===== config.mk =====
export PLATFORM = sky130hd
export DESIGN_NAME = pc_sequencer_flat
export DESIGN_NICKNAME = d
export VERILOG_FILES = /design/src/rtl/riscv_pkg.sv /design/src/rtl/pc_sequencer_if.sv /design/src/rtl/pc_plus4.sv /design/src/rtl/pc_sequencer.sv /design/src/flat_wrapper.sv
export SDC_FILE = /design/constraint.sdc
export NUM_CORES = 1
export LEC_CHECK = 0
export ABC_AREA = 1
export BUFFER_PORTS_ARGS = -buffer_cell sky130_fd_sc_hd__buf_2
export CORE_MARGIN = 3
export CORE_UTILIZATION = 40
export CTS_CLUSTER_DIAMETER = 50
export DETAILED_ROUTE_END_ITERATION = 6
export PLACE_DENSITY = 0.76
export SLEW_MARGIN = 20
export SYNTH_ARGS = -nofsm -noshare
export SYNTH_HDL_FRONTEND = slang
export SYNTH_SLANG_ARGS = --single-unit
export TNS_END_PERCENT = 50

===== constraint.sdc =====
create_clock -name clk -period 2.4 [get_ports clk]
set_clock_uncertainty 0.05 [all_clocks]
set_input_delay 0.12 -clock clk [delete_from_list [all_inputs] [get_ports clk]]
set_output_delay 0.12 -clock clk [all_outputs]
set_load 0.01 [all_outputs]

===== src/rtl/riscv_pkg.sv =====
// Shared RV32 fetch definitions: data width, sequencer state encoding and
// default reset/trap vectors.
package riscv_pkg;
  localparam int XLEN = 32;

  typedef enum logic [2:0] {IDLE, REQ, WAIT, HOLD, HALTED} pcseq_state_t;

  localparam logic [XLEN-1:0] DEF_RESET_VECTOR = 32'h0000_0000;
  localparam logic [XLEN-1:0] DEF_TRAP_VECTOR  = 32'h0000_0100;
endpackage


===== src/rtl/pc_sequencer_if.sv =====
// Fetch-side bundle of the PC sequencer: imem request/response, IF/ID
// handshake, redirect from execute and halt control.
// trap_pulse exists only when MISALIGN_TRAP_EN is defined.
interface pc_sequencer_if;
  logic                      imem_req_valid;
  logic                      imem_req_ready;
  logic [riscv_pkg::XLEN-1:0] imem_addr;
  logic                      imem_rsp_valid;
  logic [riscv_pkg::XLEN-1:0] imem_rsp_data;
  logic                      if_valid;
  logic                      if_ready;
  logic [riscv_pkg::XLEN-1:0] if_pc;
  logic [riscv_pkg::XLEN-1:0] if_instr;
  logic                      redirect_valid;
  logic [riscv_pkg::XLEN-1:0] redirect_pc;
  logic                      halt_req;
  logic                      halted;
`ifdef MISALIGN_TRAP_EN
  logic                      trap_pulse;
`endif

  // Sequencer side
  modport master (
`ifdef MISALIGN_TRAP_EN
    output trap_pulse,
`endif
    output imem_req_valid, imem_addr, if_valid, if_pc, if_instr, halted,
    input  imem_req_ready, imem_rsp_valid, imem_rsp_data, if_ready,
           redirect_valid, redirect_pc, halt_req
  );

  // Memory / decode / execute side
  modport slave (
`ifdef MISALIGN_TRAP_EN
    input  trap_pulse,
`endif
    input  imem_req_valid, imem_addr, if_valid, if_pc, if_instr, halted,
    output imem_req_ready, imem_rsp_valid, imem_rsp_data, if_ready,
           redirect_valid, redirect_pc, halt_req
  );
endinterface


===== src/rtl/pc_plus4.sv =====
// Sequential-PC incrementer; wraps modulo 2^32 with no carry out.
module pc_plus4
  import riscv_pkg::*;
(
  input  logic [XLEN-1:0] pc,
  output logic [XLEN-1:0] pc_next
);
  assign pc_next = pc + 32'd4;
endmodule


===== src/rtl/pc_sequencer.sv =====
// RV32 instruction-fetch sequencer: owns the PC, fetches one instruction at a
// time from imem and presents it to decode. Redirects override PC+4; a halt
// request parks the sequencer at an instruction boundary.
// Optional: MISALIGN_TRAP_EN turns misaligned redirect targets into a trap to
// TRAP_VECTOR with a one-cycle trap_pulse.
module pc_sequencer
  import riscv_pkg::*;
#(
  parameter logic [XLEN-1:0] RESET_VECTOR = DEF_RESET_VECTOR,
  parameter logic [XLEN-1:0] TRAP_VECTOR  = DEF_TRAP_VECTOR
) (
  input  logic           clk,
  input  logic           rst_n,
  pc_sequencer_if.master bus
);
  pcseq_state_t    state, state_nx;
  logic [XLEN-1:0] pc, pc_nx, pc_inc;
  logic            squash, squash_nx;
  logic            capture;
  logic [XLEN-1:0] if_pc_q, if_instr_q;
  logic            misalign;
  logic [XLEN-1:0] redirect_target;

  pc_plus4 u_pc_plus4 (.pc(pc), .pc_next(pc_inc));

`ifdef MISALIGN_TRAP_EN
  assign misalign = |bus.redirect_pc[1:0];
`else
  // Low target bits are ignored; instructions are word aligned.
  logic unused_redirect_lo;
  assign unused_redirect_lo = |bus.redirect_pc[1:0];
  assign misalign = 1'b0;
`endif
  assign redirect_target = misalign ? TRAP_VECTOR : {bus.redirect_pc[XLEN-1:2], 2'b00};

  assign bus.imem_req_valid = (state == REQ);
  assign bus.imem_addr      = pc;
  assign bus.if_valid       = (state == HOLD);
  assign bus.if_pc          = if_pc_q;
  assign bus.if_instr       = if_instr_q;
  assign bus.halted         = (state == HALTED);

  // State, PC and squash registers; capture the response into the IF/ID slot.
  always_ff @(posedge clk or negedge rst_n) begin
    if (!rst_n) begin
      state      <= IDLE;
      pc         <= RESET_VECTOR;
      squash     <= 1'b0;
      if_pc_q    <= RESET_VECTOR;
      if_instr_q <= '0;
    end else begin
      state  <= state_nx;
      pc     <= pc_nx;
      squash <= squash_nx;
      if (capture) begin
        if_pc_q    <= pc;
        if_instr_q <= bus.imem_rsp_data;
      end
    end
  end

  // Next-state logic. A redirect always wins the PC; anything fetched for the
  // old path is either dropped on arrival (squash) or discarded in HOLD.
  always_comb begin
    state_nx  = state;
    pc_nx     = pc;
    squash_nx = squash;
    capture   = 1'b0;
    case (state)
      IDLE: state_nx = REQ;
      REQ: begin
        if (bus.imem_req_ready) begin
          state_nx = WAIT;
          // Request left with the old address; its data must not be used.
          if (bus.redirect_valid) squash_nx = 1'b1;
        end
      end
      WAIT: begin
        if (bus.imem_rsp_valid) begin
          if (squash || bus.redirect_valid) begin
            squash_nx = 1'b0;
            state_nx  = REQ;
          end else begin
            capture  = 1'b1;
            pc_nx    = pc_inc;
            state_nx = HOLD;
          end
        end else if (bus.redirect_valid) begin
          squash_nx = 1'b1;
        end
      end
      HOLD: begin
        if (bus.redirect_valid)  state_nx = REQ;
        else if (bus.if_ready)   state_nx = bus.halt_req ? HALTED : REQ;
      end
      HALTED: if (!bus.halt_req) state_nx = REQ;
      default: state_nx = IDLE;
    endcase
    if (bus.redirect_valid) pc_nx = redirect_target;
  end

`ifdef MISALIGN_TRAP_EN
  logic trap_q;
  // One-cycle trap indication following a misaligned redirect.
  always_ff @(posedge clk or negedge rst_n) begin
    if (!rst_n) trap_q <= 1'b0;
    else        trap_q <= bus.redirect_valid & misalign;
  end
  assign bus.trap_pulse = trap_q;
`endif
endmodule


===== src/flat_wrapper.sv =====
// flat-port wrapper written by rule: the top's interface ports become plain ports
module pc_sequencer_flat import riscv_pkg::*;
#(
  parameter logic [XLEN-1:0] RESET_VECTOR = DEF_RESET_VECTOR,
  parameter logic [XLEN-1:0] TRAP_VECTOR  = DEF_TRAP_VECTOR
)
  (clk, rst_n, bus_imem_req_valid, bus_imem_addr, bus_if_valid, bus_if_pc, bus_if_instr, bus_halted, bus_imem_req_ready, bus_imem_rsp_valid, bus_imem_rsp_data, bus_if_ready, bus_redirect_valid, bus_redirect_pc, bus_halt_req);
  pc_sequencer_if bus_i ();
  input  logic clk;
  input  logic rst_n;
  output wire logic [$bits(bus_i.imem_req_valid)-1:0] bus_imem_req_valid;
  output wire logic [$bits(bus_i.imem_addr)-1:0] bus_imem_addr;
  output wire logic [$bits(bus_i.if_valid)-1:0] bus_if_valid;
  output wire logic [$bits(bus_i.if_pc)-1:0] bus_if_pc;
  output wire logic [$bits(bus_i.if_instr)-1:0] bus_if_instr;
  output wire logic [$bits(bus_i.halted)-1:0] bus_halted;
  input wire logic [$bits(bus_i.imem_req_ready)-1:0] bus_imem_req_ready;
  input wire logic [$bits(bus_i.imem_rsp_valid)-1:0] bus_imem_rsp_valid;
  input wire logic [$bits(bus_i.imem_rsp_data)-1:0] bus_imem_rsp_data;
  input wire logic [$bits(bus_i.if_ready)-1:0] bus_if_ready;
  input wire logic [$bits(bus_i.redirect_valid)-1:0] bus_redirect_valid;
  input wire logic [$bits(bus_i.redirect_pc)-1:0] bus_redirect_pc;
  input wire logic [$bits(bus_i.halt_req)-1:0] bus_halt_req;
  assign bus_imem_req_valid = bus_i.imem_req_valid;
  assign bus_imem_addr = bus_i.imem_addr;
  assign bus_if_valid = bus_i.if_valid;
  assign bus_if_pc = bus_i.if_pc;
  assign bus_if_instr = bus_i.if_instr;
  assign bus_halted = bus_i.halted;
  assign bus_i.imem_req_ready = bus_imem_req_ready;
  assign bus_i.imem_rsp_valid = bus_imem_rsp_valid;
  assign bus_i.imem_rsp_data = bus_imem_rsp_data;
  assign bus_i.if_ready = bus_if_ready;
  assign bus_i.redirect_valid = bus_redirect_valid;
  assign bus_i.redirect_pc = bus_redirect_pc;
  assign bus_i.halt_req = bus_halt_req;
  pc_sequencer #(.RESET_VECTOR(RESET_VECTOR), .TRAP_VECTOR(TRAP_VECTOR)) u_core (.clk(clk), .rst_n(rst_n), .bus(bus_i));
endmodule

==> load_flow_metrics.sql <==
INSERT INTO impl_metrics (metric_group, metric, value, unit) VALUES
('run_status', 'status', 'finished clean', ''),
('route', 'met2RoutedLength', '6370', 'µm'),
('route', 'finalWirelength', '13800', 'µm'),
('finish', 'fin_nets', '901', ''),
('timing', 'min_period', '2050', 'ps'),
('critical_path', 'critPathCaptureType', 'register', ''),
('yosys', 'syn-cell-area', '0.00476', 'mm²'),
('finish', 'area_growth', '36.1', '%'),
('yosys', 'yosys.area.top_type_share', '50.5', '%'),
('timing', 'fmax', '0.488', 'GHz'),
('yosys', 'asyncSetResetFlopFracSynth', '100', '%'),
('critical_path', 'timing.setup.critical_path_class', 'reg2reg', ''),
('cts', 'cts_tree', 'yes', ''),
('yosys', 'syn-instance-count', '624', ''),
('global_route', 'grt_pass1_wl', '22000', 'µm'),
('cts', 'clkSlewWorstSetupHoldPaths', '60', 'ps'),
('floorplan', 'design.die.area', '0.0132', 'mm²'),
('yosys', 'synth.yosys.seq_area_share', '50.5', '%'),
('critical_path', 'setup.worst_path.start_class', 'register', ''),
('cts', 'htreeDepth', '3', ''),
('critical_path', 'worst-path-max-fanout', '102', ''),
('finish', 'nFillCells', '1089', ''),
('yosys', 'synth.cells.most_frequent', 'sky130_fd_sc_hd__nand2_1 (264), sky130_fd_sc_hd__dfrtp_1 (96), sky130_fd_sc_hd__nor2_1 (58), sky130_fd_sc_hd__inv_1 (43), sky130_fd_sc_hd__o21ai_0 (36)', ''),
('global_route', 'gr-usage-all-layers', '21.1', '%'),
('yosys', 'most_area_consuming_cells_after_synthesis', 'sky130_fd_sc_hd__dfrtp_1 (50%), sky130_fd_sc_hd__nand2_1 (21%), sky130_fd_sc_hd__nor2_1 (4.6%)', ''),
('pwr', 'cellPowerDensity', '962', 'mW/mm²'),
('route', 'detail_route.iter0.violations', '317', ''),
('route', 'route.detailed.vias_per_inst', '4.76', ''),
('timing', 'slew_viol_final', '0', ''),
('cts', 'ctsRootBufferMaster', 'sky130_fd_sc_hd__clkbuf_16', ''),
('place', 'pre_cts_slack', '397', 'ps'),
('cts', 'post_cts_buffers', '0', ''),
('pwr', 'power.ir.vdd_worst', '0.437', 'mV'),
('cts', 'number_of_buffers_created_by_cts', '9', ''),
('route', 'route.detailed.drc', '0', ''),
('pwr', 'cellLeakagePower', '3.49', 'nW'),
('floorplan', 'initial_standard_cell_utilization_of_the_core', '41.3', '%'),
('route', 'wl_per_cell', '14.1', 'µm'),
('route', 'top_layer_used', 'met4', ''),
('place', 'hpwlAfterDp', '9690', 'µm'),
('timing', 'grt_setup_unrepaired', 'false', ''),
('yosys', 'synth_seq_cells', '96', ''),
('cts', 'clk_sinks', '96', ''),
('yosys', 'synth_edf_count', '0', ''),
('timing', 'timing.slew.headroom', '33.4', '%'),
('cts', 'clock_latency_late_sink', '340', 'ps'),
('floorplan', 'row_count', '39', ''),
('floorplan', 'floorplan.io_pins', '170', ''),
('route', 'num_vias', '4650', ''),
('yosys', 'synth_top_cell_by_area', 'sky130_fd_sc_hd__dfrtp_1', ''),
('global_route', 'initial_antenna_violation_count', '0', ''),
('finish', 'ff_latch_area', '0.00240', 'mm²'),
('job', 'max_cap_violations', '0', ''),
('finish', 'layoutNonFillerInstCount', '977', ''),
('yosys', 'post-synth-top-count-cell', 'sky130_fd_sc_hd__nand2_1', ''),
('timing', 'post-route-period-util', '85.3', '%'),
('finish', 'n_antenna_cell', '0', ''),
('timing', 'timing.final.hold_violations', '0', ''),
('timing', 'setup_viol', '0', ''),
('place', 'placed_cells', '913', ''),
('floorplan', 'die_width', '115', 'µm'),
('route', 'dr_wl_met3', '1000', 'µm'),
('timing', 'final_critical_path_setup_slack', '352', 'ps'),
('hold_path', 'hp-class', 'in2reg', ''),
('route', 'antenna_left', '0', ''),
('cts', 'clock_path_buffers', '2', ''),
('route', 'drtPass1Iterations', '4', ''),
('floorplan', 'core_area', '0.0115', 'mm²'),
('route', 'routedLengthMet1', '6050', 'µm'),
('timing', 'tightestPinTransition', '999', 'ps'),
('yosys', 'dominantRegCellSynth', 'sky130_fd_sc_hd__dfrtp_1', '');
[metal layers]
layer	vias up	global-route usage, %
met4	0	9.23
met1	2099	28.0
li1	2351	-
met2	172	33.5
met3	28	4.47
met5	-	0
[area by class of cell]
| class | count | share of cell area, % |
|---|---|---|
| inverters | 49 | 2.84 |
| multi-input cells | 456 | 31.2 |
| clock buffers | 14 | 4.39 |
| clock inverters | 2 | 0.541 |
| well taps | 143 | 2.76 |
| flip-flops and latches | 96 | 37.1 |
| repair buffers | 217 | 21.1 |
[layout by cell type, fill, tap and decap left out, types with 2 or more instances in the layout]
cell / count
sky130_fd_sc_hd__inv_2: 6
sky130_fd_sc_hd__nor2_2: 9
sky130_fd_sc_hd__xor2_1: 7
sky130_fd_sc_hd__clkbuf_16: 9
sky130_fd_sc_hd__o21ai_0: 36
sky130_fd_sc_hd__o21bai_1: 4
sky130_fd_sc_hd__o21ai_1: 5
sky130_fd_sc_hd__nand2_2: 3
sky130_fd_sc_hd__nand4_1: 4
sky130_fd_sc_hd__inv_1: 43
sky130_fd_sc_hd__buf_12: 2
sky130_fd_sc_hd__buf_4: 5
sky130_fd_sc_hd__nand2_1: 264
sky130_fd_sc_hd__a21oi_1: 6
sky130_fd_sc_hd__nand3_1: 29
sky130_fd_sc_hd__a22oi_1: 2
sky130_fd_sc_hd__nor3_1: 3
sky130_fd_sc_hd__dfrtp_1: 96
sky130_fd_sc_hd__o211ai_1: 5
sky130_fd_sc_hd__nor2_1: 58
sky130_fd_sc_hd__conb_1: 4
sky130_fd_sc_hd__nand3b_1: 4
sky130_fd_sc_hd__dlygate4sd3_1: 48
sky130_fd_sc_hd__clkbuf_8: 4
sky130_fd_sc_hd__buf_2: 162
sky130_fd_sc_hd__nor2_4: 2
sky130_fd_sc_hd__xnor2_1: 2
[cell families (layout without fill, tap and decap cells)]
group / count (synthesis) / count (layout) / share of synthesized area [%]
and+or+nand+nor: 381 / 381 / 33.0
DFF: 96 / 96 / 50.5
buffers and inverters: 75 / 282 / 7.36
AOI/OAI and AO/OA: 61 / 61 / 7.13
xor gates and xnor gates: 9 / 9 / 1.66
adders and majority gates: 1 / 1 / 0.263
other: 1 / 4 / 0.0788
[final timing paths]
check | endpoint | cells after the start | from | slack, ps
min in group asynchronous | u_core.bus.if_instr[15] | 2 | rst_n | 300
min | u_core.bus.imem_addr[29] | 5 | bus_redirect_pc[29] | 20
max | u_core.bus.imem_addr[19] | 9 | u_core.state[1] | 350
min reg2reg | u_core.bus.if_instr[15] | 2 | u_core.bus.if_instr[15] | 420
max in group asynchronous | u_core.bus.if_instr[9] | 3 | rst_n | 1310
max reg2reg | u_core.bus.imem_addr[19] | 9 | u_core.state[1] | 350
[timing repair]
action / in CTS / in global routing
hold buffers: 48 / 0
endpoints found under the setup margin: 0 / 0
resized for setup: 0 / 0
endpoints found under the hold margin: 94 / 0
[state kept, by name, summed over array words and instances, names as in the netlist]
signal and flops:
u_core.state 3, u_core.bus.if_instr 32, u_core.squash 1, u_core.bus.imem_addr 30, u_core.bus.if_pc 30
[worst max-delay path, stage by stage (launching register included)]
cell	delay [ps]
sky130_fd_sc_hd__dfrtp_1	400
sky130_fd_sc_hd__nand2_1	140
sky130_fd_sc_hd__nor2_4	70
sky130_fd_sc_hd__nand2_4	70
sky130_fd_sc_hd__buf_4	720
sky130_fd_sc_hd__nor2_1	80
sky130_fd_sc_hd__inv_1	100
sky130_fd_sc_hd__nor2_1	50
sky130_fd_sc_hd__a21oi_1	110
sky130_fd_sc_hd__nand2_1	70
[power by group]
part | switching, mW | internal (mW)
logic | 1.24 | 0.876
clock network | 0.591 | 0.920
registers | 0.385 | 2.21
[stage by stage]
step / area [µm²] / utilization (%) / total power [mW] / hold WS [ps]
3_5_place_dp: 5670 / 49.3 / 4.70 / 147
6_report: 6470 / 56.2 / 6.23 / 18.9
4_1_cts: 6470 / 56.2 / 6.31 / 4.53
3_3_place_gp: 5670 / 49.3 / 4.64 / 136
5_1_grt: 6470 / 56.2 / 6.69 / 44.4
2_1_floorplan: 4770 / - / 3.75 / -226
Power figures use the tool's default switching activity.
